**src/rtl/int_controller.sv**
```systemverilog
`default_nettype none
// ============================================================================
// Module      : int_controller
// Description : Memory-mapped 4-source interrupt controller with fixed priority
//               and EOI handshake. Optional service watchdog: INTC_TIMEOUT_EN.
// Revision    : 1.0 - initial release
// ============================================================================
module int_controller #(
    parameter logic [7:0] BASE_ADDR       = 8'hF0,
    parameter int         VEC_STRIDE_LOG2 = 2,
    parameter int         TIMEOUT_CYCLES  = 255
) (
    input  logic       clock,
    input  logic       reset,
    input  logic [3:0] irq_src,
    input  logic [7:0] bus_addr,
    input  logic [7:0] bus_w_data,
    input  logic       mem_w_en,
    output logic [7:0] bus_r_data,
    output logic       int_req,
    output logic [7:0] int_en,
    output logic [7:0] int_vec
);

    localparam logic [1:0] c_S_IDLE    = 2'd0;
    localparam logic [1:0] c_S_REQ     = 2'd1;
    localparam logic [1:0] c_S_SERVICE = 2'd2;

    localparam logic [1:0] c_REG_CTRL  = 2'd0;
    localparam logic [1:0] c_REG_VEC   = 2'd1;
    localparam logic [1:0] c_REG_PEND  = 2'd2;
    localparam logic [1:0] c_REG_STAT  = 2'd3;

    logic [7:0] r_ctrl;
    logic [7:0] r_vec_base;
    logic [3:0] r_pending;
    logic [1:0] r_state;
    logic [1:0] r_active_id;
    logic       r_int_req;
    logic [3:0] r_sync1;
    logic [3:0] r_sync2;
    logic [3:0] r_sync_d;

    logic [7:0] w_offset;
    logic       w_in_range;
    logic       w_wr;
    logic       w_wr_ctrl;
    logic       w_wr_vec;
    logic       w_wr_pend;
    logic       w_wr_stat;
    logic       w_eoi;
    logic [3:0] w_rise;
    logic [3:0] w_qual;
    logic [1:0] w_sel_id;
    logic       w_accept;
    logic [3:0] w_acc_clr;
    logic [3:0] w_w1c;
    logic       w_timeout;
    logic       w_timeout_err;
    logic [7:0] w_vec_off;
    logic [7:0] w_rd_data;

    // Offset-based decode keeps the window correct for any BASE_ADDR alignment
    assign w_offset   = bus_addr - BASE_ADDR;
    assign w_in_range = (w_offset[7:2] == 6'd0);
    assign w_wr       = mem_w_en && w_in_range;
    assign w_wr_ctrl  = w_wr && (w_offset[1:0] == c_REG_CTRL);
    assign w_wr_vec   = w_wr && (w_offset[1:0] == c_REG_VEC);
    assign w_wr_pend  = w_wr && (w_offset[1:0] == c_REG_PEND);
    assign w_wr_stat  = w_wr && (w_offset[1:0] == c_REG_STAT);
    assign w_eoi      = w_wr_stat && (r_state == c_S_SERVICE);

    assign w_rise     = r_sync2 & ~r_sync_d;
    assign w_qual     = r_pending & r_ctrl[7:4];
    assign w_accept   = (r_state == c_S_IDLE) && r_ctrl[0] && (|w_qual) && !w_wr_ctrl;
    assign w_w1c      = w_wr_pend ? bus_w_data[3:0] : 4'b0000;

    always_comb begin
        w_sel_id = 2'd0;
        for (int i = 3; i >= 0; i--) begin
            if (w_qual[i]) begin
                w_sel_id = 2'(i);
            end
        end
    end

    always_comb begin
        w_acc_clr = 4'b0000;
        if (w_accept) begin
            w_acc_clr[w_sel_id] = 1'b1;
        end
    end

    always_ff @(posedge clock or posedge reset) begin
        if (reset) begin
            r_sync1  <= 4'b0000;
            r_sync2  <= 4'b0000;
            r_sync_d <= 4'b0000;
        end else begin
            r_sync1  <= irq_src;
            r_sync2  <= r_sync1;
            r_sync_d <= r_sync2;
        end
    end

    // A new edge beats a same-cycle W1C so no interrupt is ever lost
    always_ff @(posedge clock or posedge reset) begin
        if (reset) begin
            r_pending <= 4'b0000;
        end else begin
            r_pending <= (r_pending & ~w_w1c & ~w_acc_clr) | w_rise;
        end
    end

    always_ff @(posedge clock or posedge reset) begin
        if (reset) begin
            r_ctrl     <= 8'h00;
            r_vec_base <= 8'h00;
        end else begin
            if (w_wr_ctrl) begin
                r_ctrl <= bus_w_data;
            end
            if (w_wr_vec) begin
                r_vec_base <= bus_w_data;
            end
        end
    end

    always_ff @(posedge clock or posedge reset) begin
        if (reset) begin
            r_state     <= c_S_IDLE;
            r_int_req   <= 1'b0;
            r_active_id <= 2'd0;
        end else begin
            r_int_req <= 1'b0;
            case (r_state)
                c_S_IDLE: begin
                    if (w_accept) begin
                        r_state     <= c_S_REQ;
                        r_int_req   <= 1'b1;
                        r_active_id <= w_sel_id;
                    end
                end
                c_S_REQ: begin
                    r_state <= c_S_SERVICE;
                end
                c_S_SERVICE: begin
                    if (w_eoi || w_timeout) begin
                        r_state <= c_S_IDLE;
                    end
                end
                default: begin
                    r_state <= c_S_IDLE;
                end
            endcase
        end
    end

`ifdef INTC_TIMEOUT_EN
    localparam int c_CNT_W = (TIMEOUT_CYCLES > 1) ? $clog2(TIMEOUT_CYCLES) : 1;
    localparam logic [c_CNT_W-1:0] c_CNT_LAST = c_CNT_W'(TIMEOUT_CYCLES - 1);

    logic [c_CNT_W-1:0] r_to_cnt;
    logic               r_timeout_err;

    assign w_timeout     = (r_state == c_S_SERVICE) && !w_eoi && (r_to_cnt == c_CNT_LAST);
    assign w_timeout_err = r_timeout_err;

    // Held at zero outside SERVICE, so every service window starts from zero
    always_ff @(posedge clock or posedge reset) begin
        if (reset) begin
            r_to_cnt      <= '0;
            r_timeout_err <= 1'b0;
        end else begin
            if ((r_state != c_S_SERVICE) || w_timeout) begin
                r_to_cnt <= '0;
            end else begin
                r_to_cnt <= r_to_cnt + c_CNT_W'(1);
            end
            if (w_timeout) begin
                r_timeout_err <= 1'b1;
            end else if (w_wr_stat && bus_w_data[6]) begin
                r_timeout_err <= 1'b0;
            end
        end
    end
`else
    logic [31:0] w_unused_timeout;

    assign w_unused_timeout = TIMEOUT_CYCLES;
    assign w_timeout        = 1'b0;
    assign w_timeout_err    = 1'b0;
`endif

    always_comb begin
        w_rd_data = 8'h00;
        if (w_in_range) begin
            case (w_offset[1:0])
                c_REG_CTRL: w_rd_data = r_ctrl;
                c_REG_VEC:  w_rd_data = r_vec_base;
                c_REG_PEND: w_rd_data = {4'b0000, r_pending};
                default:    w_rd_data = {(r_state != c_S_IDLE), w_timeout_err, 4'b0000, r_active_id};
            endcase
        end
    end

    assign w_vec_off  = 8'(r_active_id) << VEC_STRIDE_LOG2;
    assign int_vec    = r_vec_base + w_vec_off;
    assign int_en     = r_ctrl;
    assign int_req    = r_int_req;
    assign bus_r_data = w_rd_data;

endmodule
`default_nettype wire

```
**config.mk**
```make
export PLATFORM = sky130hd
export DESIGN_NAME = int_controller
export DESIGN_NICKNAME = d
export VERILOG_FILES = /design/src/rtl/int_controller.sv
export SDC_FILE = /design/constraint.sdc
export NUM_CORES = 1
export LEC_CHECK = 0
export BUFFER_PORTS_ARGS = -buffer_cell sky130_fd_sc_hd__buf_2
export CAP_MARGIN = 10
export CORE_UTILIZATION = 51
export CTS_CLUSTER_SIZE = 16
export DETAILED_ROUTE_END_ITERATION = 12
export HOLD_SLACK_MARGIN = 0.05
export PLACE_DENSITY_LB_ADDON = 0.3
export SLEW_MARGIN = 20
export SYNTH_ARGS = -nofsm -noshare
export SYNTH_HDL_FRONTEND = slang
export SYNTH_SLANG_ARGS = --single-unit
export TNS_END_PERCENT = 5
```
**constraint.sdc**
```tcl
create_clock -name clock -period 2.04 [get_ports clock]
set_clock_uncertainty 0.1 [all_clocks]
set_input_delay 0.306 -clock clock [delete_from_list [all_inputs] [get_ports clock]]
set_output_delay 0.306 -clock clock [all_outputs]
set_load 0.005 [all_outputs]
```
# Yosys cells after proc, flatten, opt, wreduce, memory -nomap -nowiden
# Cells that the tools add are included.
[word_totals] regBits=37 in_bits=23 word_cells=61
[classes] add_sub_neg=2 n_lt_le_gt_ge=2 n_eq_ne=7 mux=15 bitwise_logic=8 reduce_logical=18
[ops] op="8-bit one-hot mux with 3 select lines" n=1
[ops] op="4-bit AND" n=4
[ops] op="2-bit 2-to-1 mux" n=6
[ops] op="4-bit inverter" n=3
[ops] op="1-bit logical AND" n=10
[ops] op="8-bit by 4-bit adder with 8-bit output" n=1
[ops] op="4-bit 2-to-1 mux" n=2
[ops] op="8-bit 2-to-1 mux" n=1
[ops] op="8-bit subtractor (second input constant)" n=1
[ops] op="2-bit == test (second input constant)" n=3
[ops] op="6-bit logical NOT" n=1
[ops] op="2-bit one-hot mux with 3 select lines" n=1
[ops] op="2-bit by 1-bit == test with 1-bit output (second input constant)" n=2
[ops] op="2-bit logical NOT" n=2
[ops] op="2-bit inequality test (second input constant)" n=2
[ops] op="4-bit bitwise OR" n=1
[ops] op="2-bit AND reduction" n=2
[ops] op="4-bit OR reduction" n=1
[ops] op="2-bit by 3-bit < comparator with 1-bit output (second input constant)" n=1
[ops] op="1-bit 2-to-1 mux" n=3
[ops] op="1-bit demux with 2-bit select" n=1
[ops] op="2-bit by 1-bit >= comparator with 1-bit output (second input constant)" n=1
[ops] op="2-bit nonzero test" n=1
[ops] op="1-bit logical NOT" n=1

# Depth between registers and ports, before layout
[logic_depth] word_depth=13 ltp_mapped=6 depth_no_buf=5

# Least setup slack after synthesis
# No wires, ideal clock.
[synth_path] path_type="flip-flop to flip-flop" start="register r_state[1]" end="register r_active_id[0]" setup_ps=125 t_arrival_ps=1490 slack_ps=325 path_stages_with_launch=5 n_path_buf=0 path_cell_list="dfrtp_1 > or3b_1 > a31oi_4 > o21a_1 > mux2_2"
[synth_via] elab_chain_cells=5
[synth_rtl] element="start, declared" line_no="37" rtl="logic [1:0] r_state;"
[synth_rtl] element="start signal, assigned" line_no="131" rtl="r_state <= c_S_IDLE;"
[synth_rtl] element="start signal, assigned" line_no="139" rtl="r_state <= c_S_REQ;"
[synth_rtl] element="start signal, assigned" line_no="145" rtl="r_state <= c_S_SERVICE;"
[synth_rtl] element="2-bit logical NOT (*)" line_no="75, 136"
[synth_rtl] element="1-bit logical AND (3 in series)" line_no="75" rtl="assign w_accept = (r_state == c_S_IDLE) && r_ctrl[0] && (|w_qual) && !w_wr_ctrl;"
[synth_rtl] element="2-bit AND reduction (no source line) (*)"
[synth_rtl] element="end signal, assigned" line_no="141" rtl="r_active_id <= w_sel_id;"
[synth_rtl] element="end, declared" line_no="38" rtl="logic [1:0] r_active_id;"
# Mark *: on every way between the ends. The rest lies on a longest branch, timed or not.
# A chain may end at the register's enable or synchronous reset.

# Worst setup path in the final report
[layout_path] start="register r_active_id[0]" end="output port int_vec[6]"
[layout_via] elab_chain_cells=1
[layout_rtl] element="8-bit by 4-bit adder with 8-bit output" line_no="208" rtl="assign int_vec = r_vec_base + w_vec_off;"
[layout_rtl] element="end, declared" line_no="22" rtl="output logic [7:0] int_vec"
# No other way between the ends.

==> flow_summary.json <==
{
  "place_area_um2": 2040,
  "final.setup.tns_ps": -155,
  "place_congestion": 0.841,
  "ir_worst_vdd_mv": 0.523,
  "multi_input_area_um2": 769,
  "ys_types": 39,
  "rsz0062_at_grt": "yes",
  "wl_met2_um": 1960,
  "layout-drive-gt1-share_pct": 45.5,
  "muxShareOfSynthArea_pct": 17.5,
  "outcome": "complete, but fails checks",
  "grt_pass1_wl_um": 6320,
  "synth_flop_cell": "dfrtp_1",
  "antennaDiodeCount": 0,
  "nFillCells": 241,
  "cp_slowest_stage_delay_ps": 400,
  "cp.required_ps": 1630,
  "setup-violations-final": 5,
  "max_clock_freq_mhz": 463,
  "top_layer_used": "met4",
  "root_buffer": "clkbuf_4",
  "hold_path.class": "in -> reg",
  "worstMarginPinSlew_ps": 459,
  "final-seq-area_um2": 926,
  "die_w_um": 60.7,
  "clk_latency_ps": 340,
  "cts_buffer_depth": 2,
  "nets": 227,
  "finalCritPeriodShare_pct": 106,
  "start_kind": "flip-flop",
  "cts_tree": "done",
  "stdcell_area_um2": 2190,
  "path_clk_slew_ps": 110,
  "end_kind": "primary output",
  "syn2layout_area_growth_pct": 24.6,
  "netlist.area_leader.share_pct": 52.6,
  "seq_area_frac_synth_pct": 52.6,
  "synth_top_family_by_area": "multiplexers",
  "cp_top_family": "adder cells",
  "syn_nets": 167,
  "synth.ff_latch_count": 37,
  "wl_um": 3950,
  "synth_compound_area_share_pct": 7.75,
  "vias": 1352,
  "track_usage_pct": 24.8,
  "synth_async_sr_flop_share_pct": 100,
  "ant_nets": 0,
  "antenna_found_initial": 0,
  "start_util_pct": 55.8,
  "crit_type": "reg -> out",
  "critPathBufInv": 2,
  "die_y_um": 60.7,
  "critPathSlowestCell": "dfrtp_1",
  "hold_viol": 0,
  "die-area_um2": 3690,
  "powerDensity_nw_per_um2": 646,
  "synthTopCellsByArea": "dfrtp_1, mux2_2, mux2i_1, mux4_2, nand2_1",
  "setup_slack_ps": -118,
  "critPathArrivalTime_ps": 1750,
  "drtIter0Drc": 96,
  "grt_max_degree": 38,
  "synthCells": 141,
  "hold_slack_ps": 103,
  "drc_errors": 0,
  "path_cells": "ha_2, inv_2, fa_2, nor2_2, xor2_1, buf_2",
  "period_needed_ps": 2160,
  "drv_slew": 0,
  "yosysTopAreaCell": "dfrtp_1",
  "cts_buffers": 5,
  "synth_fa_ha_area_share_pct": 2.56,
  "synth_commonest_cells": "dfrtp_1, mux2_2, nand2_1",
  "synth_xor_area_share_pct": 1.99,
  "syn_area_um2": 1760,
  "cts_sinks": 37,
  "numPortBuffers": 47,
  "synth_edf_count": 0,
  "first_pass_iters": 4,
  "violations": "negative setup slack",
  "num_rows": 20,
  "yosys.area_share.simple_pct": 13.4,
  "boundaryPins": 48,
  "drv_cap": 0,
  "wire_per_inst_um": 16.1,
  "path_max_fanout": 2,
  "yosysWarningCount": 0,
  "p_leak_nw": 1.12,
  "viasPerCell": 5.50,
  "coreArea_um2": 3150,
  "first_global_vias": 1373,
  "wirelength_met1_um": 1690,
  "synth_area_per_cell_um2": 12.5,
  "synthMostInstantiatedCell": "dfrtp_1",
  "htreeDepth": 2,
  "met3_length_um": 233,
  "gr-total-overflow": 0,
  "dp_hpwl_um": 2900,
  "slew-limit-headroom_pct": 69.4
}
-- worst register-to-register path, cell delays in order, from the launching register on --
cell and delay (ps):
dfrtp_1 420, or3b_1 450, a31oi_4 230, buf_4 160, nand4_1 90, a32o_1 270
-- worst paths after layout --
kind                       depth (start not counted)                     end  slack, ps                        from
min reg2reg                                        0    r_sync2[3]$_DFF_PP0_        250        r_sync1[3]$_DFF_PP0_
max in group asynchronous                          4    r_sync1[3]$_DFF_PP0_       1020                       reset
min                                                2   int_en[6]$_DFFE_PP0P_        100               bus_w_data[6]
max reg2reg                                        5  r_pending[2]$_DFF_PP0_        230      r_state[1]$_DFFE_PP0P_
min in group asynchronous                          4   r_sync_d[0]$_DFF_PP0_        500                       reset
max                                                6              int_vec[6]       -120  r_active_id[0]$_DFFE_PP0P_
-- area by class of cell --
type / instances / area share [%]
flip-flops and latches: 37 / 42.2
multi-input cells: 89 / 35.1
repair buffers: 59 / 15.4
clock buffers: 7 / 2.97
well taps: 44 / 2.51
inverters: 9 / 1.54
clock inverters: 1 / 0.228
-- what timing repair did --
item,in CTS,in global routing
endpoints found under the hold margin,41,0
hold buffers,5,0
pin swaps,1,1
setup endpoints to repair,3,6
buffers inserted,2,1
resized for setup,5,0
-- routing by layer --
| metal | global-route usage [%] | vias up |
|---|---|---|
| li1 | - | 624 |
| met1 | 32.1 | 672 |
| met2 | 39.2 | 47 |
| met3 | 5.33 | 9 |
| met4 | 13.0 | 0 |
| met5 | 0 | - |
-- cells by family after synthesis --
group	after synthesis
fa+ha+maj	3
compound gates	17
simple gates	39
flops	37
buf+inv	15
xor+xnor	4
mux	26
-- state kept, by name, summed over array words and instances (netlist names) --
register / count
int_req: 1
r_vec_base: 8
r_sync1: 4
r_sync2: 4
r_sync_d: 4
r_active_id: 2
int_en: 8
r_pending: 4
r_state: 2
-- where the power goes --
group | internal [W] | switching [W]
registers | 0.000770 | 0.0000320
logic | 0.0000889 | 0.0000852
clock network | 0.000200 | 0.000240
-- placed cells by master (no fill, tap or decap), drive strengths merged, types with 4 or more instances in the layout --
cell,count
a21oi,4
nand4,5
inv,9
mux2i,6
dfrtp,37
dlygate4sd3,5
mux2,18
buf,54
nand3,4
nor3,4
nand2,10
clkbuf,7
nor2,6
-- per-stage QoR --
| stage | power, W | std cells | setup slack, ps | utilization, % |
|---|---|---|---|---|
| 2_1_floorplan | 0.000906 | 141 | 325 | - |
| 3_3_place_gp | 0.000971 | 230 | 152 | 64.7 |
| 3_5_place_dp | 0.000979 | 230 | 75.7 | 64.7 |
| 4_1_cts | 0.00143 | 245 | -120 | 69.3 |
| 5_1_grt | 0.00148 | 246 | -193 | 69.5 |
| 6_report | 0.00142 | 246 | -118 | 69.5 |
No activity file was read; power rests on OpenSTA's default activity.
